## config.mk

```make
export PLATFORM = sky130hd
export DESIGN_NAME = watch_set_ctrl
export DESIGN_NICKNAME = d
export VERILOG_FILES = /design/src/rtl/watch_set_ctrl.sv
export SDC_FILE = /design/constraint.sdc
export NUM_CORES = 1
export LEC_CHECK = 0
export CAP_MARGIN = 5
export CORE_UTILIZATION = 44
export DETAILED_ROUTE_END_ITERATION = 7
export PLACE_DENSITY = 0.77
export RECOVER_POWER = 50
export REMOVE_ABC_BUFFERS = 1
export SYNTH_ARGS = -nofsm -noshare
export SYNTH_HDL_FRONTEND = slang
export SYNTH_SLANG_ARGS = --single-unit
```

## constraint.sdc

```tcl
create_clock -name clk -period 3.6 [get_ports clk]
set_input_delay 0.54 -clock clk [delete_from_list [all_inputs] [get_ports clk]]
set_output_delay 0.54 -clock clk [all_outputs]
set_load 0.005 [all_outputs]
```

## src/rtl/watch_set_ctrl.sv

```systemverilog
// Time/date set controller: snapshot live time, edit six fields with calendar wrap, commit with a load strobe.
// Optional day clamping on month/year change and on commit: define WATCH_SET_DAY_CLAMP_EN.
module watch_set_ctrl #(
    parameter int unsigned YEAR_MAX = 99
) (
    input  logic        clk,
    input  logic        rst,
    input  logic        active,
    input  logic [3:0]  sw_in,
    input  logic [7:0]  year,
    input  logic [7:0]  month,
    input  logic [7:0]  day,
    input  logic [7:0]  hour,
    input  logic [7:0]  minute,
    input  logic [7:0]  second,
    output logic [47:0] bin_time,
    output logic        en_time,
    output logic [4:0]  cursor,
    output logic        editing
);

    typedef enum logic [1:0] {S_IDLE, S_EDIT, S_COMMIT} state_t;

    localparam int F_YEAR  = 0;
    localparam int F_MONTH = 1;
    localparam int F_DAY   = 2;

    state_t      state_q, state_d;
    logic [7:0]  fld_q [6];
    logic [7:0]  fld_d [6];
    logic [2:0]  cur_q, cur_d;
    logic [3:0]  sw_q;
    logic        en_q, en_d;
    logic        ed_q, ed_d;
    logic [3:0]  edge_w;
    logic [7:0]  lo_w, hi_w;

    function automatic logic [7:0] dim(input logic [7:0] m, input logic [7:0] y);
        logic [7:0] r;
        case (m)
            8'd2:                      r = (y[1:0] == 2'b00) ? 8'd29 : 8'd28;
            8'd4, 8'd6, 8'd9, 8'd11:   r = 8'd30;
            default:                   r = 8'd31;
        endcase
        return r;
    endfunction

    // Out-of-range values snap to the far end of the range for the step direction.
    function automatic logic [7:0] step_fld(input logic [7:0] v, input logic [7:0] lo,
                                            input logic [7:0] hi, input logic up);
        logic [7:0] r;
        if (up) r = (v < lo || v >= hi) ? lo : v + 8'd1;
        else    r = (v <= lo || v > hi) ? hi : v - 8'd1;
        return r;
    endfunction

    assign edge_w = sw_in & ~sw_q;

    always_comb begin
        lo_w = 8'd0;
        hi_w = 8'd59;
        case (cur_q)
            3'd0:    hi_w = 8'(YEAR_MAX);
            3'd1:    begin lo_w = 8'd1; hi_w = 8'd12; end
            3'd2:    begin lo_w = 8'd1; hi_w = dim(fld_q[F_MONTH], fld_q[F_YEAR]); end
            3'd3:    hi_w = 8'd23;
            default: hi_w = 8'd59;
        endcase
    end

    always_comb begin
        state_d = state_q;
        fld_d   = fld_q;
        cur_d   = cur_q;
        case (state_q)
            S_IDLE: begin
                if (active) begin
                    fld_d   = '{year, month, day, hour, minute, second};
                    cur_d   = 3'd0;
                    state_d = S_EDIT;
                end
            end
            S_EDIT: begin
                if (!active) begin
                    state_d = S_COMMIT;
`ifdef WATCH_SET_DAY_CLAMP_EN
                    if (fld_q[F_DAY] > dim(fld_q[F_MONTH], fld_q[F_YEAR]))
                        fld_d[F_DAY] = dim(fld_q[F_MONTH], fld_q[F_YEAR]);
`endif
                end else if ($onehot(edge_w)) begin
                    if (edge_w[0])      cur_d = (cur_q == 3'd0) ? 3'd5 : cur_q - 3'd1;
                    else if (edge_w[1]) cur_d = (cur_q == 3'd5) ? 3'd0 : cur_q + 3'd1;
                    else                fld_d[cur_q] = step_fld(fld_q[cur_q], lo_w, hi_w, edge_w[2]);
`ifdef WATCH_SET_DAY_CLAMP_EN
                    if ((edge_w[2] || edge_w[3]) && cur_q <= 3'd1 &&
                        fld_d[F_DAY] > dim(fld_d[F_MONTH], fld_d[F_YEAR]))
                        fld_d[F_DAY] = dim(fld_d[F_MONTH], fld_d[F_YEAR]);
`endif
                end
            end
            default: state_d = S_IDLE;
        endcase
        en_d = (state_d == S_COMMIT);
        ed_d = (state_d == S_EDIT);
    end

    always_ff @(posedge clk) begin
        if (rst) begin
            state_q <= S_IDLE;
            for (int i = 0; i < 6; i++) fld_q[i] <= 8'd0;
            cur_q   <= 3'd0;
            sw_q    <= 4'd0;
            en_q    <= 1'b0;
            ed_q    <= 1'b0;
        end else begin
            state_q <= state_d;
            fld_q   <= fld_d;
            cur_q   <= cur_d;
            sw_q    <= sw_in;
            en_q    <= en_d;
            ed_q    <= ed_d;
        end
    end

    assign bin_time = {fld_q[0], fld_q[1], fld_q[2], fld_q[3], fld_q[4], fld_q[5]};
    assign en_time  = en_q;
    assign cursor   = {2'b00, cur_q};
    assign editing  = ed_q;

endmodule
```

Word level (Yosys, flattened, before mapping)
Cells that the tools add are included.
- bits in registers: 59
- word-level logic and storage cells: 92
- add/sub/neg operators: 7
- $lt $le $gt $ge: 6
- equality and inequality tests: 19
- multiplexer cells: 35
- bitwise operators: 3
- reductions and logical operators: 11
- operators by type and width (cell ; count):
    two-way mux 48 bit ; 5
    one-hot mux 48 bit (2 select lines) ; 1
    two-way mux 8 bit ; 11
    bitwise mux 48 bit ; 1
    one-hot mux 7 bit (4 select lines) ; 1
    binary-select mux 8 bit (select 3 bit) ; 1
    demux 8 bit (select 3 bit) ; 1
    two-way mux 3 bit ; 7
    equality test 8 x 3 -> 1 bit (second input constant) ; 2
    equality test 8 x 4 -> 1 bit (second input constant) ; 2
    != test 2 bit (second input constant) ; 5
    adder 8 x 1 -> 8 bit (second input constant) ; 1
    equality test 8 x 2 -> 1 bit (second input constant) ; 1
    >= comparator 8 bit ; 1
    greater-than comparator 8 bit ; 1
    less-or-equal comparator 8 bit ; 1
    less-than comparator 8 bit ; 1
    one-hot mux 2 bit (2 select lines) ; 2
    subtractor 8 x 1 -> 8 bit (second input constant) ; 1
    equality test 3 x 1 -> 1 bit (second input constant) ; 2
    equality test 3 x 2 -> 1 bit (second input constant) ; 2
    one-hot mux 3 bit (2 select lines) ; 1
    AND reduction 6 bit ; 1
    AND reduction 5 bit ; 1
    other kinds (22) ; 28

Longest topological paths before layout
- depth in word-level cells: 19
- depth in mapped cells: 18
- gate-level depth less buffers: 15

Least setup slack after synthesis
OpenSTA, ideal clock, no wires.
- kind: reg-to-reg
- start: reg cur_q[1]
- end: reg fld_q, in the netlist bin_time[46]
- arrival time: 3.606 ns
- data required time: 3.512 ns
- slack: -0.094 ns
- stages on the path, launching flop included: 14
- clock period less this slack: 3.694 ns
- cells stage by stage: dfxtp_1 buf_2 mux2_2 a222oi_1 inv_1 ha_1 a21o_1 a21oi_1 a21oi_1 a21oi_1 nand2_2 mux2_1 nor4b_2 nor4_2
- longest elaborated chain between the ends: 19
- elaborated cells on any way between the ends: 38
- classes of those cells: 2 x add/sub; 6 x order compare; 3 x eq/ne; 21 x mux; 1 x bitwise; 5 x reduce/logical
- ends and longest elaborated chain (item ; line ; RTL):
    from (decl) ; 31 ; logic [2:0] cur_q, cur_d;
    from (signal assigned) ; 118 ; cur_q <= cur_d;
    NOT 3 -> 4 bit (implied by the code) ; 93 ; else fld_d[cur_q] = step_fld(fld_q[cur_q], lo_w, hi_w, edge_w[2]);
    binary-select mux 8 bit (select 3 bit) ; 93 ;
    two-way mux 8 bit (implied by the code) (2 in a row) ; 93 ;
    less-or-equal comparator 8 bit, or another cell as far along ; 53 ; else r = (v <= lo || v > hi) ? hi : v - 8'd1;
    logical OR 1 bit, on equally long branches ; 53, 52 ;
    two-way mux 8 bit, on equally long branches ; 53, 52 ;
    two-way mux 8 bit ; 52 ; if (up) r = (v < lo || v >= hi) ? lo : v + 8'd1;
    two-way mux 8 bit ; 92 ; else if (edge_w[1]) cur_d = (cur_q == 3'd5) ? 3'd0 : cur_q + 3'd1;
    [... 2 more ...] ; -- ;
    two-way mux 8 bit ; 84 ; if (!active) begin
    two-way mux 8 bit ; 75 ; case (state_q)
    bitwise mux 48 bit (*) ; 93 ;
    two-way mux 48 bit (*) ; 92 ;
    two-way mux 48 bit (*) ; 91 ; if (edge_w[0]) cur_d = (cur_q == 3'd0) ? 3'd5 : cur_q - 3'd1;
    two-way mux 48 bit (*) ; 90 ; end else if ($onehot(edge_w)) begin
    two-way mux 48 bit (*) ; 84 ;
    one-hot mux 48 bit (2 select lines) (*) ; 75 ;
    to (signal assigned) ; 117 ; fld_q <= fld_d;
    to (decl) ; 29 ; logic [7:0] fld_q [6];
Mark *: on every way between the ends. The rest lies on a longest branch, timed or not. The select of a mux whose other input is x is not followed.
A chain may end at the register's enable or synchronous reset.

Final worst setup path
- start: reg cur_q[1]
- end: reg fld_q, in the netlist bin_time[18]
Same word-level chain as after synthesis.

==> results_dict.tcl <==
set metrics [dict create \
    nets 755 \
    slew_viol_final 0 \
    via_count 4808 \
    post_drt_wl_per_cell_um 19.9 \
    path_buf_inv 6 \
    fin_hold_ws_ns 0.531 \
    r2r_start "cur_q[1]$_SDFFE_PP0P_" \
    critPathRequiredTime_ns 3.88 \
    fin_crit_sh_pct 98.4 \
    ys.warnings.count 0 \
    worstPathArrival_ns 3.82 \
    setup_viol 0 \
    min_period_ns 3.54 \
    synth_seq_cells 59 \
    path_delay_family "compound AO/OA/AOI/OAI gates" \
    num_io_pins 110 \
    yosysUniqueCellTypes 66 \
    maxCapViolations 0 \
    yosysTopAreaCell "dfxtp_1" \
    synth_top_area_share_pct 30.2 \
    startpoint_type "flip-flop" \
    ant_nets 0 \
    hold_path.class "flip-flop to flip-flop" \
    worstSetupPathType "flip-flop to flip-flop" \
    cp_cell_sequence "buf_12 > mux2_4 > a222oi_1 > buf_4 > inv_4 > ha_4 > a21o_1 > a21oi_2 > nand3_1 > a21oi_1 > buf_4 > nand2_4 > buf_6 > a211oi_4 > buf_4 > o21ai_2 > a21oi_2" \
    cts-htree-levels 3 \
    ys_dominant_reg_cell "dfxtp_1" \
    rsz0062_at_grt "yes" \
    die_x_um 96.3 \
    cts_root_buf "clkbuf_8" \
    drt_iter0_drc 307 \
    fmax_ghz 0.282 \
    drc 0 \
    cp-startpoint "cur_q[1]$_SDFFE_PP0P_" \
    dp_slack_ns -0.210 \
    critPathCaptureType "flip-flop" \
    gp_congestion 0.985 \
    clk_latency_ns 0.34 \
    drive_gt1_share_pct 26.9 \
    place_hpwl_um 11900 \
    grt_pass1_wl_um 23700 \
    cts_tree "yes" \
    synthesis.area_mm2 0.00391 \
    netlist_instances 490 \
    p_leak_uw 0.00259 \
    async_reset_ff_share_pct 0 \
    worst_pin_slew_ns 0.998 \
    antenna_cells 0 \
    finClkSkew_ns 0.0125 \
    synth-seq-area-share_pct 30.2 \
    clkTransAtPathRegs_ns 0.08 \
    worstPathMaxFanout 5 \
    min_from "bin_time[12]$_SDFFE_PP0P_" \
    cts.sink_count 59 \
    p_per_area_mw_per_mm2 404 \
    slowest_stage "a222oi_1" \
    cts_max_path_buffers 2 \
    grt_max_degree 35 \
    outcome "finished clean" \
    grt_antenna_before_repair 0 \
    layout_setup_ws_ns 0.0591 \
    grt_pass1_vias 4625 \
    max_stage_delay_ns 0.50 \
    finalHoldViolCount 0 \
    rows 34 \
    cts_made_buffers 9 \
    die_h_um 96.3 \
    wirelength_um 15900 \
    avgSynthCellArea_um2 7.99 \
    start_util_pct 45.1 \
    area_growth_syn_to_layout_pct 59.6 \
    grt_usage_pct 34.3 \
    setup_tns_ns 0 \
    port_buffers 107 \
    overflow 0 \
    postCtsHoldBufs 0 \
    cp_common_cell "buf_4" \
    first_pass_iters 5 \
    max-vdd-ir-drop_v 0.000283 \
    slew_headroom_pct 33.4 \
    synth-edff-count 0 \
    die_area_mm2 0.00928 \
    ys_top_cells_by_area "dfxtp_1, a21oi_1, nor2_1, ha_1, nor3_1" \
    coreArea_mm2 0.00868 \
    vias_per_cell 6.03 \
]
stage by stage:
step	total power [uW]	instances	area [um^2]	utilization [%]
6_report	2520	797	6250	72.0
4_1_cts	2440	789	5980	68.9
3_3_place_gp	1750	770	5700	65.7
5_1_grt	2630	797	6250	72.0
3_5_place_dp	1770	770	5700	65.7
2_1_floorplan	1220	464	3790	-
where the power goes:
part / total [uW] / switching (uW) / internal, uW
combinational: 1110 / 571 / 541
sequential: 772 / 59.8 / 713
clock: 638 / 299 / 338
total: 2520 / 930 / 1590
routing by layer:
layer	GRT usage, %	wire [um]
met5	0	0
met3	8.53	1330
met2	54.7	7360
met1	44.0	6620
met4	14.3	572
layout make-up:
class / count / area, um^2
multi-input cells: 388 / 2750
inverters: 17 / 66.3
clock inverters: 6 / 65.1
repair buffers: 209 / 1900
flip-flops and latches: 59 / 1190
fillers: 688 / 2430
clock buffers: 10 / 138
well taps: 108 / 135
tightest hold or removal path, stage by stage (launching register included):
cell and delay [ns]:
dfxtp_1 0.33, o22ai_1 0.10, nor3_1 0.05
cell families (layout without fill, tap and decap cells):
kind of cell | after synthesis | after routing | share of synthesized area, %
simple gates | 178 | 178 | 22.7
flops | 59 | 59 | 30.2
other cells | 1 | 2 | 0.0958
mux | 26 | 26 | 7.70
fa+ha+maj | 16 | 16 | 5.31
xor+xnor | 8 | 8 | 1.79
buf+inv | 44 | 242 | 4.89
compound gates | 158 | 158 | 27.3
sequential cells by signal, summed over array words and instances (netlist names):
register  cells
state_q       2
bin_time     48
cur_q         3
en_time       1
editing       1
sw_q          4
path summary, 6_finish.rpt:
path / slack [ns] / depth (start not counted) / end
setup reg to reg: 0.06 / 17 / bin_time[18]$_SDFFE_PP0P_
hold reg to reg: 0.53 / 2 / bin_time[12]$_SDFFE_PP0P_
setup / recovery: 0.06 / 17 / bin_time[18]$_SDFFE_PP0P_
hold / removal: 0.53 / 2 / bin_time[12]$_SDFFE_PP0P_
placed cells by master (no fill, tap or decap), types with 3 or more instances in the layout:
| cell type | count |
|---|---|
| a211oi_1 | 11 |
| a211oi_2 | 3 |
| a21o_1 | 3 |
| a21oi_1 | 41 |
| a21oi_2 | 5 |
| a221oi_1 | 4 |
| a22oi_1 | 3 |
| a22oi_2 | 3 |
| a31oi_1 | 3 |
| a32oi_1 | 6 |
| and2_1 | 3 |
| and3_1 | 3 |
| buf_4 | 93 |
| buf_6 | 6 |
| clkbuf_8 | 10 |
| clkdlybuf4s50_1 | 63 |
| dfxtp_1 | 56 |
| dlygate4sd3_1 | 44 |
| ha_1 | 12 |
| inv_1 | 16 |
| mux2_2 | 6 |
| mux2_4 | 3 |
| mux2i_1 | 13 |
| nand2_1 | 36 |
| nand2b_1 | 9 |
| nand3_1 | 12 |
| nand4_1 | 4 |
| nor2_1 | 43 |
| nor2_2 | 8 |
| nor2b_1 | 7 |
| nor3_1 | 25 |
| nor3_2 | 5 |
| nor4_1 | 3 |
| o21ai_0 | 21 |
| o21ai_1 | 10 |
| o221ai_1 | 11 |
| o22ai_1 | 12 |
| xnor2_1 | 8 |
synth_stat cells (3+ instances only):
cell type,n
dfxtp_1,59
nor2_1,51
a21oi_1,46
nand2_1,37
nor3_1,29
o21ai_0,23
inv_1,17
clkbuf_1,15
ha_1,15
mux2i_1,14
nand3_1,13
o22ai_1,13
a211oi_1,12
o221ai_1,11
o21ai_1,10
nand2b_1,9
nor2b_1,8
xnor2_1,8
mux2_2,7
a32oi_1,6
a221oi_1,4
a22oi_1,4
buf_1,4
buf_4,4
nand4_1,4
nor4_1,4
a211oi_2,3
a21o_1,3
a31oi_1,3
and2_1,3
and3_1,3
buf_2,3
o32ai_1,3
what timing repair did:
action / in CTS / in global routing
setup buffers: 3 / 7
endpoints found under the setup margin: 45 / 48
gates resized for setup: 12 / 48
cloned: 0 / 1
pin swaps: 8 / 15
Note: power is estimated with default switching activity, not from simulation.
